--- config.mk ---
export PLATFORM = sky130hd
export DESIGN_NAME = qspi_read_engine
export DESIGN_NICKNAME = d
export VERILOG_FILES = /design/src/rtl/storage_pkg.sv /design/src/rtl/qspi_nibble_shifter.sv /design/src/rtl/qspi_read_engine.sv
export SDC_FILE = /design/constraint.sdc
export NUM_CORES = 1
export LEC_CHECK = 0
export BUFFER_PORTS_ARGS = -buffer_cell sky130_fd_sc_hd__buf_2
export CORE_MARGIN = 8
export CORE_UTILIZATION = 30
export DETAILED_ROUTE_END_ITERATION = 7
export PLACE_DENSITY_LB_ADDON = 0.1
export SETUP_SLACK_MARGIN = 0.2
export SLEW_MARGIN = 10
export SYNTH_ARGS = -nofsm -noshare
export SYNTH_HDL_FRONTEND = slang
export SYNTH_SLANG_ARGS = --single-unit
--- constraint.sdc ---
create_clock -name clk -period 5.35 [get_ports clk]
set_input_delay 0 -clock clk [delete_from_list [all_inputs] [get_ports clk]]
set_output_delay 0 -clock clk [all_outputs]
set_load 0.01 [all_outputs]
--- src/rtl/storage_pkg.sv ---
// Shared storage-controller definitions: QSPI opcodes, engine state encoding and helpers.
package storage_pkg;

  localparam int unsigned QSPI_ADDR_W = 24;

  localparam logic [7:0] QSPI_OP_FAST_READ_QUAD_OUT = 8'h6B;
  localparam logic [7:0] QSPI_OP_FAST_READ_QUAD_IO  = 8'hEB;

  typedef enum logic [2:0] {
    StIdle  = 3'd0,
    StCmd   = 3'd1,
    StAddr  = 3'd2,
    StMode  = 3'd3,
    StDummy = 3'd4,
    StData  = 3'd5,
    StDesel = 3'd6
  } qspi_state_t;

  // Flash returns the byte at the lowest address first; it belongs in the word's low byte.
  function automatic logic [31:0] qspi_byte_swap(input logic [31:0] w);
    return {w[7:0], w[15:8], w[23:16], w[31:24]};
  endfunction

endpackage

--- src/rtl/qspi_nibble_shifter.sv ---
// Command/address output shift register and read-data assembly register for the QSPI engine.
module qspi_nibble_shifter
  import storage_pkg::*;
(
  input  logic        clk_i,
  input  logic        rst_ni,
  input  logic        load_i,
  input  logic [31:0] load_data_i,
  input  logic        shift1_i,
  input  logic        shift4_i,
  input  logic        sample_i,
  input  logic [3:0]  nibble_i,
  output logic [3:0]  sout_o,
  output logic [31:0] word_o
);

  logic [31:0] sreg_q, sreg_d;
  logic [31:0] din_q, din_d;

  always_comb begin
    sreg_d = sreg_q;
    if (load_i) begin
      sreg_d = load_data_i;
    end else if (shift4_i) begin
      sreg_d = {sreg_q[27:0], 4'h0};
    end else if (shift1_i) begin
      sreg_d = {sreg_q[30:0], 1'b0};
    end
  end

  always_comb begin
    din_d = din_q;
    if (load_i) begin
      din_d = '0;
    end else if (sample_i) begin
      din_d = {din_q[27:0], nibble_i};
    end
  end

  always_ff @(posedge clk_i or negedge rst_ni) begin
    if (!rst_ni) begin
      sreg_q <= '0;
      din_q  <= '0;
    end else begin
      sreg_q <= sreg_d;
      din_q  <= din_d;
    end
  end

  assign sout_o = sreg_q[31:28];
  assign word_o = qspi_byte_swap(din_q);

endmodule

--- src/rtl/qspi_read_engine.sv ---
// Single-word QSPI fast-read engine (SCK = clk/2, mode 0).
// Define QSPI_QUAD_IO_EN for 0xEB quad-address reads; default build issues 0x6B.
module qspi_read_engine
  import storage_pkg::*;
#(
  parameter int unsigned DUMMY_CYCLES   = 8,
  parameter int unsigned CS_HIGH_CYCLES = 2
) (
  input  logic        clk,
  input  logic        rst,
  input  logic        req_valid,
  output logic        req_ready,
  input  logic [31:0] req_addr,
  output logic        rsp_valid,
  output logic [31:0] rsp_data,
  output logic        busy,
  input  logic [3:0]  qspi_io_i,
  output logic [3:0]  qspi_io_o,
  output logic [3:0]  qspi_io_t,
  output logic        qspi_ck_o,
  output logic        qspi_cs_o
);

`ifdef QSPI_QUAD_IO_EN
  localparam logic [7:0]  Opcode    = QSPI_OP_FAST_READ_QUAD_IO;
  localparam logic [7:0]  AddrLast  = 8'(QSPI_ADDR_W / 4 - 1);
  localparam logic [7:0]  DummySck  = 8'd4;
  localparam qspi_state_t AfterAddr = StMode;
`else
  localparam logic [7:0]  Opcode    = QSPI_OP_FAST_READ_QUAD_OUT;
  localparam logic [7:0]  AddrLast  = 8'(QSPI_ADDR_W - 1);
  localparam logic [7:0]  DummySck  = 8'(DUMMY_CYCLES);
  localparam qspi_state_t AfterAddr = (DummySck == 8'd0) ? StData : StDummy;
`endif
  localparam logic [7:0] CmdLast   = 8'd7;
  localparam logic [7:0] DummyLast = DummySck - 8'd1;
  localparam logic [7:0] DataSck   = 8'd8;
  localparam logic [7:0] DeselLast = 8'(CS_HIGH_CYCLES - 2);

  qspi_state_t state_q, state_d;
  logic [7:0]  cnt_q, cnt_d;
  logic        phase_q, phase_d;
  logic        rsp_valid_q, rsp_valid_d;
  logic [31:0] rsp_data_q, rsp_data_d;

  logic        load, shift1, shift4, sample;
  logic [3:0]  sout;
  logic [31:0] word;
  logic        unused_addr;

  assign unused_addr = ^req_addr[31:24];

  qspi_nibble_shifter u_shifter (
    .clk_i       (clk),
    .rst_ni      (rst),
    .load_i      (load),
    .load_data_i ({Opcode, req_addr[23:0]}),
    .shift1_i    (shift1),
    .shift4_i    (shift4),
    .sample_i    (sample),
    .nibble_i    (qspi_io_i),
    .sout_o      (sout),
    .word_o      (word)
  );

  // phase_q = 0 is the SCK low half, 1 the high half; shifts and samples land on the
  // clk edge that ends the high half.
  always_comb begin
    state_d     = state_q;
    cnt_d       = cnt_q;
    phase_d     = phase_q;
    rsp_valid_d = 1'b0;
    rsp_data_d  = rsp_data_q;
    load        = 1'b0;
    shift1      = 1'b0;
    shift4      = 1'b0;
    sample      = 1'b0;
    unique case (state_q)
      StIdle: begin
        if (req_valid) begin
          load    = 1'b1;
          state_d = StCmd;
          cnt_d   = '0;
          phase_d = 1'b0;
        end
      end
      StCmd: begin
        phase_d = ~phase_q;
        if (phase_q) begin
          shift1 = 1'b1;
          cnt_d  = cnt_q + 8'd1;
          if (cnt_q == CmdLast) begin
            state_d = StAddr;
            cnt_d   = '0;
          end
        end
      end
      StAddr: begin
        phase_d = ~phase_q;
        if (phase_q) begin
`ifdef QSPI_QUAD_IO_EN
          shift4 = 1'b1;
`else
          shift1 = 1'b1;
`endif
          cnt_d  = cnt_q + 8'd1;
          if (cnt_q == AddrLast) begin
            state_d = AfterAddr;
            cnt_d   = '0;
          end
        end
      end
`ifdef QSPI_QUAD_IO_EN
      StMode: begin
        phase_d = ~phase_q;
        if (phase_q) begin
          cnt_d = cnt_q + 8'd1;
          if (cnt_q == 8'd1) begin
            state_d = StDummy;
            cnt_d   = '0;
          end
        end
      end
`endif
      StDummy: begin
        phase_d = ~phase_q;
        if (phase_q) begin
          cnt_d = cnt_q + 8'd1;
          if (cnt_q == DummyLast) begin
            state_d = StData;
            cnt_d   = '0;
          end
        end
      end
      StData: begin
        if (cnt_q == DataSck) begin
          // Extra low cycle after the last sample: register the word, then deselect.
          rsp_valid_d = 1'b1;
          rsp_data_d  = word;
          state_d     = (CS_HIGH_CYCLES > 1) ? StDesel : StIdle;
          cnt_d       = '0;
        end else begin
          phase_d = ~phase_q;
          if (phase_q) begin
            sample = 1'b1;
            cnt_d  = cnt_q + 8'd1;
          end
        end
      end
      StDesel: begin
        if (cnt_q == DeselLast) begin
          state_d = StIdle;
          cnt_d   = '0;
        end else begin
          cnt_d = cnt_q + 8'd1;
        end
      end
      default: begin
        state_d = StIdle;
        cnt_d   = '0;
        phase_d = 1'b0;
      end
    endcase
  end

  always_ff @(posedge clk or negedge rst) begin
    if (!rst) begin
      state_q     <= StIdle;
      cnt_q       <= '0;
      phase_q     <= 1'b0;
      rsp_valid_q <= 1'b0;
      rsp_data_q  <= '0;
    end else begin
      state_q     <= state_d;
      cnt_q       <= cnt_d;
      phase_q     <= phase_d;
      rsp_valid_q <= rsp_valid_d;
      rsp_data_q  <= rsp_data_d;
    end
  end

  always_comb begin
    req_ready = (state_q == StIdle);
    busy      = ~req_ready;
    rsp_valid = rsp_valid_q;
    rsp_data  = rsp_data_q;
    qspi_cs_o = 1'b1;
    qspi_io_o = 4'h0;
    qspi_io_t = 4'hF;
    unique case (state_q)
      StCmd, StDummy, StData: qspi_cs_o = 1'b0;
      StAddr:                 qspi_cs_o = 1'b0;
      StMode:                 qspi_cs_o = 1'b0;
      default:                qspi_cs_o = 1'b1;
    endcase
    qspi_ck_o = phase_q & ~qspi_cs_o;
    // io2/io3 held high so WP# and HOLD# stay inactive during single-line phases.
    if (state_q == StCmd) begin
      qspi_io_o = {2'b11, 1'b0, sout[3]};
      qspi_io_t = 4'b0010;
    end else if (state_q == StAddr) begin
`ifdef QSPI_QUAD_IO_EN
      qspi_io_o = sout;
      qspi_io_t = 4'h0;
`else
      qspi_io_o = {2'b11, 1'b0, sout[3]};
      qspi_io_t = 4'b0010;
`endif
    end else if (state_q == StMode) begin
      qspi_io_o = 4'h0;
      qspi_io_t = 4'h0;
    end
  end

endmodule

Word level (Yosys, flattened, before mapping)
Index checks and enable logic that the tools add are counted.
{"block": "totals", "register_bits": 109, "output_inout_bits": 45}
{"block": "op_classes", "bitwise_logic": 4, "n_reduce_logical": 12, "n_mux": 40, "add_sub_neg": 1, "n_eq_ne": 21}
{"operator": "$mux 32", "n": 4}
{"operator": "$mux 8", "n": 8}
{"operator": "$pmux 8 s5", "n": 1}
{"operator": "$mux 3", "n": 9}
{"operator": "$mux 4", "n": 5}
{"operator": "$ne 2x2->1 const B", "n": 10}
{"operator": "$pmux 3 s6", "n": 1}
{"operator": "$mux 1", "n": 11}
{"operator": "$eq 3x3->1 const B", "n": 3}
{"operator": "$reduce_and 9->1", "n": 1}
{"operator": "$add 8x1->8 const B", "n": 1}
{"operator": "$eq 8x3->1 const B", "n": 1}
{"operator": "$eq 8x4->1 const B", "n": 1}
{"operator": "$eq 8x5->1 const B", "n": 1}
{"operator": "$logic_not 8->1", "n": 1}
{"operator": "$eq 3x2->1 const B", "n": 2}
{"operator": "$reduce_or 5->1", "n": 1}
{"operator": "$pmux 1 s4", "n": 1}
{"operator": "$reduce_and 4->1", "n": 1}
{"operator": "$reduce_bool 2->1", "n": 2}
{"operator": "$reduce_or 2->1", "n": 2}
{"operator": "$eq 3x1->1 const B", "n": 1}
{"operator": "$logic_not 3->1", "n": 1}
{"operator": "$ne 3x3->1 const B", "n": 1}
{"operator": "other kinds (6)", "n": 8}

Depth between registers and ports, before layout
Gate-level depths: netlist (run 1).
{"block": "logic_depth", "ltp_word": 5, "ltp_mapped": 9, "ltp_nobuf": 8}

Hierarchy
From an unflattened synthesis (run 1), not the netlist that was laid out.
{"block": "hier_totals", "hier_cells": 463, "area_unflattened_um2": 5232.5}
{"mod": "qspi_nibble_shifter", "seq_area_each_um2": 1601.5, "area_per_inst_um2": 3062.9, "cells_per_inst": 280, "n_inst": 1}
{"mod": "qspi_read_engine", "seq_area_each_um2": 1126.1, "area_per_inst_um2": 2169.6, "cells_per_inst": 183, "n_inst": 1}

Least setup slack after synthesis (run 1)
OpenSTA, ideal clock, no wires.
{"block": "synth_path", "path_kind": "register -> register", "startpoint": "register cnt_q[5]", "endpoint": "register cnt_q[6]", "setup_slack_ps": 3157, "setup_time_ps": 126, "synth_period_minus_slack_ps": 2193, "arrival_time_ps": 2067, "path_buffers": 0, "required_ps": 5224, "path_stages_with_launch": 7, "cell_sequence": "dfrtp_1 or3_4 nor4_4 nor3b_1 o41ai_4 nor2_2 a221o_1"}
{"block": "synth_via", "elab_chain_cells": 4, "word_cells_on_any_way": 15}
{"item": "from (decl)", "line_no": "qspi_read_engine.sv:41", "source": "logic [7:0] cnt_q, cnt_d;"}
{"item": "from (signal assigned)", "line_no": "qspi_read_engine.sv:175", "source": "cnt_q <= cnt_d;"}
{"item": "$add 8x1->8 (tied with other cells)"}
{"item": "$mux 8, on equally long branches"}
{"item": "$mux 8, on equally long branches", "line_no": "qspi_read_engine.sv:136, qspi_read_engine.sv:100, qspi_read_engine.sv:127"}
{"item": "$pmux 8 s5", "line_no": "qspi_read_engine.sv:78", "source": "unique case (state_q)"}
Several ways; a longest one is shown, not always the timed one. The select of a mux whose other input is x is not followed.
A chain may end at the register's enable or synchronous reset.

Final worst setup path (run 1)
{"block": "layout_path", "startpoint": "register state_q[1]", "endpoint": "register u_shifter.sreg_q[7]"}
{"block": "layout_via", "elab_chain_cells": 4, "word_cells_on_any_way": 8}
{"item": "from (decl)", "line_no": "qspi_read_engine.sv:40", "source": "qspi_state_t state_q, state_d;"}
{"item": "from (signal assigned)", "line_no": "qspi_read_engine.sv:168", "source": "state_q <= StIdle;"}
{"item": "from (signal assigned)", "line_no": "qspi_read_engine.sv:174", "source": "state_q <= state_d;"}
{"item": "$eq 3x1->1 or $eq 3x2->1 (tied branches)", "line_no": "qspi_read_engine.sv:78"}
{"item": "$reduce_or 2->1 (no line)"}
{"item": "$mux 1"}
{"item": "$reduce_bool 2->1 (no line)"}
{"item": "to (signal assigned)", "line_no": "qspi_nibble_shifter.sv:45", "source": "sreg_q <= sreg_d;"}
{"item": "to (decl)", "line_no": "qspi_nibble_shifter.sv:17", "source": "logic [31:0] sreg_q, sreg_d;"}
Several ways; a longest one is shown, not always the timed one.

==> implementation parameters, run 1 <==
Parameter                              Value

Clocking
  Resized cells post-CTS    0
  Root Driver    clkbuf_16
  Cts-stage hold buffer count    29
  TritonCTS clock tree    done
  Post-CTS clock slew at the launch and capture registers of the worst setup and hold paths    ~0.070 ns
  Maximum buffer depth of the clock tree    2
  CTS buffer count    9
  CTS Sinks    roughly 110
  Clock latency at the later pin of the worst-skew pair    roughly 0.35 ns
  Buffers inserted during post-CTS setup optimization    0
  Max H-tree Level    3

Job
  Max-cap violations    0

Pwr
  PD cells    264 nW/um2
  Leakage power    between 2 and 3 nW
  Maximum resistive drop on vdd    just under 0.2 mV

Synth
  Most common library cells after synthesis    dfrtp_1, nand2_1, nor2_1, o21ai_0, mux2_2
  Post-synthesis sequential area ratio    57.7%
  Async S/R FF share, synth    100%
  Xor and xnor area share after synthesis    less than 1%
  Mean instance size in the synthesized netlist    ~10 um2
  Area share of the largest cell type after synthesis    around 58%
  Library cell occupying the most area in the post-synthesis netlist    dfrtp_1
  Count of cell types in the netlist    44
  Dominant combinational cell family by area after synthesis    simple AND/OR/NAND/NOR gates
  Fraction of the mapped netlist area in adder cells    less than 1%
  Cells after Synth    between 400 and 500
  Count of flip-flops with a built-in enable after synthesis    0
  Netlist area before placement    4730 um2
  Compound-cell area share of the yosys netlist    between 10% and 20%
  Flop and latch count out of synthesis    around 110
  Mux contribution to synthesized area    under 10%
  Total nets after synthesis    505
  Dominant register cell in the synthesized netlist    dfrtp_1
  Basic-gate share of the synthesized area counting and, or, nand and nor cells    roughly 17%
  Area contributors post-synth    dfrtp_1, mux2_2, nand2_1
  Most numerous cell in the Yosys netlist    dfrtp_1
  Count of yosys warnings during synthesis    0

Setup path
  Crit path kind    reg -> reg
  Length in cells of the worst reg-to-reg path    6
  Critical register-to-register path startpoint    state_q[1]
  Endpoint of the worst setup timing path    u_shifter.sreg_q[7]
  Critical R2R Capture    u_shifter.sreg_q[7]
  Crit-path max cell delay    around 0.72 ns
  Stages on worst setup path    6
  Cell family with most CP delay    simple AND/OR/NAND/NOR gates
  Crit. Startpoint    state_q[1]
  Required time of the worst setup path    between 5 and 6 ns
  Setup crit start kind    register
  CP endpoint kind    register
  Critical Path Most Common Cell    nor2_1
  Reg2reg setup slack    between 2 and 3 ns
  Arrival time worst endpoint    ~3.0 ns
  Maximum fanout count along the critical path    between 50 and 60
  Worst-path cell with the longest stage delay    dfrtp_1
  Chain of cells forming the critical path    nor3_1 > nand2_2 > buf_4 > nand2_1 > nor2_1 > nor2_1
  Critical path buffers and inverters    1

Routing
  Overall via count from detail_route    around 3,600
  Detailed-route wire length per cell    ~14 um
  Drt first-iter violations    211
  Router iterations before antenna repair    5
  Routed Antenna Nets    0
  Total routed wirelength    around 11,000 um
  DRC errors left    0
  Via/cell ratio    4.65

Timing
  Unrepaired setup endpoints after global routing    no
  Period utilisation layout    about half
  Number of hold violations in the final report    0
  Slew Viols, Final    0
  Peak clock frequency supported by timing    368 MHz
  Largest clock skew in the final design    0.00608 ns
  Final Hold Slack    ~0.13 ns
  Count of final setup violators    0
  Worst slew margin relative to its limit    a little over two fifths
  Measured slew at the worst slew-check pin    approximately 0.87 ns
  TNS Setup    0 ns
  Period minus WS final    between 2 and 3 ns

Global routing
  Global-route wire length before repair    18,300 um
  Antenna violations before repair    0
  Vias in the first global route    approximately 3,700
  Largest net degree at the start of global routing    60
  Total gr overflow    0
  Global routing usage summed across all routing layers    a little under an eighth

Floorplan
  Starting density of the core    30.2%
  Height of the die    between 100 and 150 um
  X dimension of the die    approximately 140 um
  Num ports    84
  Floorplan row count    46
  Die ar.    20,000 um2
  Core area    ~16,000 um2

Finish
  Area growth from synthesis to final layout    24.2%
  Post-layout nets    just under 600
  Number of filler cells placed in the layout    around 1,600
  Layout cells sized above 1    around a quarter
  Antenna diode instance count    0

Status
  Status    finished, final reports clean

Place
  Half-perimeter wire length of the detailed placement result    just under 7000 um
  Port buffer count    74
  RePlAce Congestion    0.809

Hold path
  Path category of the worst min-delay check    in -> reg
==> kinds of logic (layout without fill, tap and decap cells) <==
kind of cell | count (synthesis) | in the layout
simple gates | 180 | 180
flops | 109 | 109
compound gates | 87 | 87
mux | 42 | 42
buf+inv | 42 | 134
fa+ha+maj | 2 | 2
other cells | 1 | 1
xor+xnor | 1 | 1
==> area by class of cell <==
cell class / instances / area [um2] / share of cell area [%]
clock inverters: 7 / 75.1 / 1.28
inverters: 10 / 37.5 / 0.639
multi-input cells: 313 / 1830 / 31.2
well taps: 216 / 270 / 4.60
repair buffers: 108 / 701 / 11.9
flip-flops and latches: 109 / 2730 / 46.5
clock buffers: 9 / 225 / 3.84
==> sequential cells by signal (all words and copies together), names as in the netlist <==
name	flops
cnt_q	8
phase_q	1
rsp_data	32
rsp_valid	1
state_q	3
u_shifter.din_q	32
u_shifter.sreg_q	32
==> worst register-to-register path, cell delays in order, from the launching register on <==
cell     delay, ns
dfrtp_1       0.72
nor3_1        0.24
nand2_2       0.11
buf_4         0.52
nand2_1       0.66
nor2_1        0.29
nor2_1        0.06
==> report_power, final <==
part / switching [mW] / internal (mW)
Combinational: 0.0228 / 0.0222
Clock: 0.314 / 0.366
Sequential: 0 / 0.823
==> through the flow <==
step                worst slack, ns  total power, mW  cells  utilization (%)  area, um2
finish                         2.64             1.55    772             37.5       5870
global route                   2.36             1.61    772             37.5       5870
CTS                            2.61             1.58    772             37.5       5870
detailed placement             2.63            0.870    727             33.7       5280
global placement               2.67            0.869    727             33.7       5280
floorplan                      3.16            0.841    464                -       4730
==> routing by layer <==
layer / up-vias / wire length (um) / track usage (%)
met1: 1740 / 4930 / 13.7
li1: 1769 / - / -
met2: 71 / 5260 / 18.9
met3: 8 / 609 / 4.13
met5: - / 0 / 0
met4: 0 / 111 / 3.05
==> how the worst min path moves through the flow <==
stage / slack [ns] / endpoint / cells past startpoint / from
floorplan: -0.30 / cnt_q[0] / 0 / rst
global placement: 0.09 / cnt_q[1] / 1 / rst
detailed placement: 0.09 / cnt_q[2] / 1 / rst
CTS: 0.11 / cnt_q[3] / 4 / req_valid
global route: 0.12 / cnt_q[3] / 4 / req_valid
finish: 0.13 / cnt_q[3] / 4 / req_valid
==> layout by cell type (no fill, tap or decap), types with 2 or more instances in the layout <==
cell type	instances
mux2i_1	9
buf_2	73
clkinv_2	2
and3_1	3
and2_1	2
nor4_1	4
a21o_1	2
nor3b_1	3
o22ai_1	27
nor2_1	68
clkbuf_16	9
inv_1	9
a31oi_1	4
dlygate4sd3_1	29
nand2_2	2
mux2_2	33
o21ai_0	36
nand2b_1	3
nand3_1	10
clkinvlp_4	2
nor4b_1	3
buf_4	6
a21oi_1	8
nand2_1	67
dfrtp_1	109
ha_1	2
nor3_1	7
Note: power is estimated with default switching activity, not from simulation.
==> inputs of run 2 (changes only) <==
clock period = 2.2 ns   (was 5.35 ns; I/O delays follow)
==> run 2 against run 1 <==
Die area did not move. Largest cell class unchanged. Critical path type unchanged. Sequential power rose by 140%. Non-clock buffer count is 49 higher. Largest power group unchanged. Critical endpoint is now cnt_q[0].
==> implementation parameters, run 2 (synthesis results as in run 1) <==
Parameter                              Value

Pwr
  Net switching power    about 0.8 mW
  Pwr Total    3.86 mW
  Maximum resistive drop on vdd    0.414 mV
  PD cells    roughly 570 nW/um2
  Clk network pwr share    between 40% and 50%
  Part of the total power dissipated in sequential elements    approximately half
  Fraction of power spent switching nets    just over 20%
  Leakage power    3.33 nW
  Int Power    3.08 mW
  Share of power burned in combinational logic    approximately 3.0%

Floorplan
  X dimension of the die    142 um
  Core area    15,700 um2
  Num ports    84
  Die ar.    20,000 um2
  Floorplan row count    46
  Starting density of the core    between 30% and 40%
  Height of the die    approximately 140 um

Routing
  DRC errors left    0
  Total routed wirelength    12,700 um
  Via/cell ratio    ~4.7
  Overall via count from detail_route    3,870
  Detailed-route wire length per cell    between 15 and 20 um
  Drt first-iter violations    150
  Router iterations before antenna repair    4
  Routed Antenna Nets    0

Timing
  Peak clock frequency supported by timing    roughly 450 MHz
  Largest clock skew in the final design    about 0.0072 ns
  Number of hold violations in the final report    0
  Slew Viols, Final    0
  Count of final setup violators    0
  Worst slew margin relative to its limit    between 50% and 60%
  Period utilisation layout    between 90% and 100%
  Unrepaired setup endpoints after global routing    yes
  Measured slew at the worst slew-check pin    about 0.67 ns
  Period minus WS final    about 2.2 ns

Setup path
  Required time of the worst setup path    roughly 2.4 ns
  Worst-path cell with the longest stage delay    dfrtp_1
  Critical path buffers and inverters    12
  Critical Path Most Common Cell    buf_4
  Crit-path max cell delay    0.41 ns
  Chain of cells forming the critical path    inv_2 > buf_4 > buf_4 > buf_4 > buf_4 > buf_4 > buf_4 > buf_4 > buf_4 > buf_4 > buf_4 > buf_4 > mux2_2
  Cell family with most CP delay    buffers and inverters
  Setup crit start kind    register
  CP endpoint kind    register
  Maximum fanout count along the critical path    3
  Crit path kind    reg -> reg
  Arrival time worst endpoint    around 2.4 ns

Clocking
  Max H-tree Level    3
  Maximum buffer depth of the clock tree    2
  Root Driver    clkbuf_16
  TritonCTS clock tree    done
  Clock latency at the later pin of the worst-skew pair    ~0.35 ns
  Post-CTS clock slew at the launch and capture registers of the worst setup and hold paths    0.07 ns
  CTS Sinks    between 100 and 150
  CTS buffer count    9

Place
  Half-perimeter wire length of the detailed placement result    approximately 7600 um
  Port buffer count    between 70 and 80
  RePlAce Congestion    0.773

Finish
  Area growth from synthesis to final layout    42.5%
  Highest-count cells in the layout ignoring fill and taps    dfrtp_1, buf_2, nor2_1
  Number of filler cells placed in the layout    1,553
  Post-layout nets    between 600 and 700
  Layout cells sized above 1    approximately a third
  Antenna diode instance count    0
  Most frequent standard cell in the layout excluding fill and tap cells    dfrtp_1
  Utilization of the core after routing    between 40 and 50%

Job
  Max-cap violations    0

Global routing
  Total gr overflow    0
  Global routing usage summed across all routing layers    between 10% and 20%
  Antenna violations before repair    0
  Global-route wire length before repair    between 20,000 and 25,000 um
  Vias in the first global route    3,850
  Largest net degree at the start of global routing    46

Hold path
  Path category of the worst min-delay check    in -> reg

Status
  Status    finished, final reports clean
-- run 2: worst paths after layout --
kind	start	to	cells after the start	slack [ns]
max	cnt_q[0]	cnt_q[0]	13	0.001
min	req_valid	cnt_q[3]	4	0.14
max reg2reg	cnt_q[0]	cnt_q[0]	13	0.001
min reg2reg	u_shifter.sreg_q[22]	u_shifter.sreg_q[22]	2	0.50
max in group asynchronous	rst	u_shifter.din_q[12]	3	1.16
min in group asynchronous	rst	cnt_q[5]	2	0.20
-- run 2: worst register-to-register path: cells and delay by family, from the launching register on --
kind | cells | cell delay (ns)
buffers and inverters | 12 | 1.43
DFF | 1 | 0.41
muxes | 1 | 0.26
-- run 2: layer usage --
metal | part of all wire, % | wire length (um) | global-route usage, % | up-vias
met3 | 4.4 | 553 | 3.93 | 10
li1 | - | - | - | 1870
met2 | 48 | 6130 | 20.8 | 73
met4 | 1.1 | 140 | 3.56 | 0
met1 | 46 | 5880 | 16.3 | 1917
met5 | 0 | 0 | 0 | -
-- run 2: power groups by stage --
stage / sequential [mW] / clock, mW / combinational (mW)
floorplan: 2.04 / 0 / 0.00266
global placement: 2.04 / 0 / 0.0780
detailed placement: 2.04 / 0 / 0.0784
CTS: 2.00 / 1.82 / 0.119
global route: 2.00 / 1.88 / 0.132
finish: 2.00 / 1.74 / 0.114
-- run 2: layout make-up --
cell class | instances | area [um2] | share of cell area, %
sequential | 109 | 2730 | 40.5
multi-input combinational | 313 | 2120 | 31.5
timing repair buffer | 157 | 1260 | 18.7
tap | 216 | 270 | 4.01
clock buffer | 11 | 243 | 3.60
clock inverter | 4 | 72.6 | 1.08
inverter | 10 | 37.5 | 0.557
-- run 2: repair_timing --
item / 4_1_cts / 5_1_grt
hold buffers: 29 / 0
gates cloned: 4 / 2
buffers inserted: 17 / 4
pin swaps: 6 / 4
endpoints found under the hold margin: 70 / 0
gates resized for setup: 20 / 60
setup endpoints to repair: 68 / 104
-- run 2: per-stage QoR --
step / instances / hold WS, ns / area [um2] / setup WS (ns) / setup TNS, ns
after floorplan: 464 / -0.296 / 4770 / 0.132 / 0
after global placement: 749 / 0.0551 / 5530 / 0.0188 / 0
after detailed placement: 749 / 0.0559 / 5530 / -0.0237 / -0.0433
after CTS: 814 / 0.122 / 6460 / 0.0565 / 0
after global routing: 820 / 0.166 / 6740 / -0.0537 / -0.173
final: 820 / 0.135 / 6740 / 0.00112 / 0
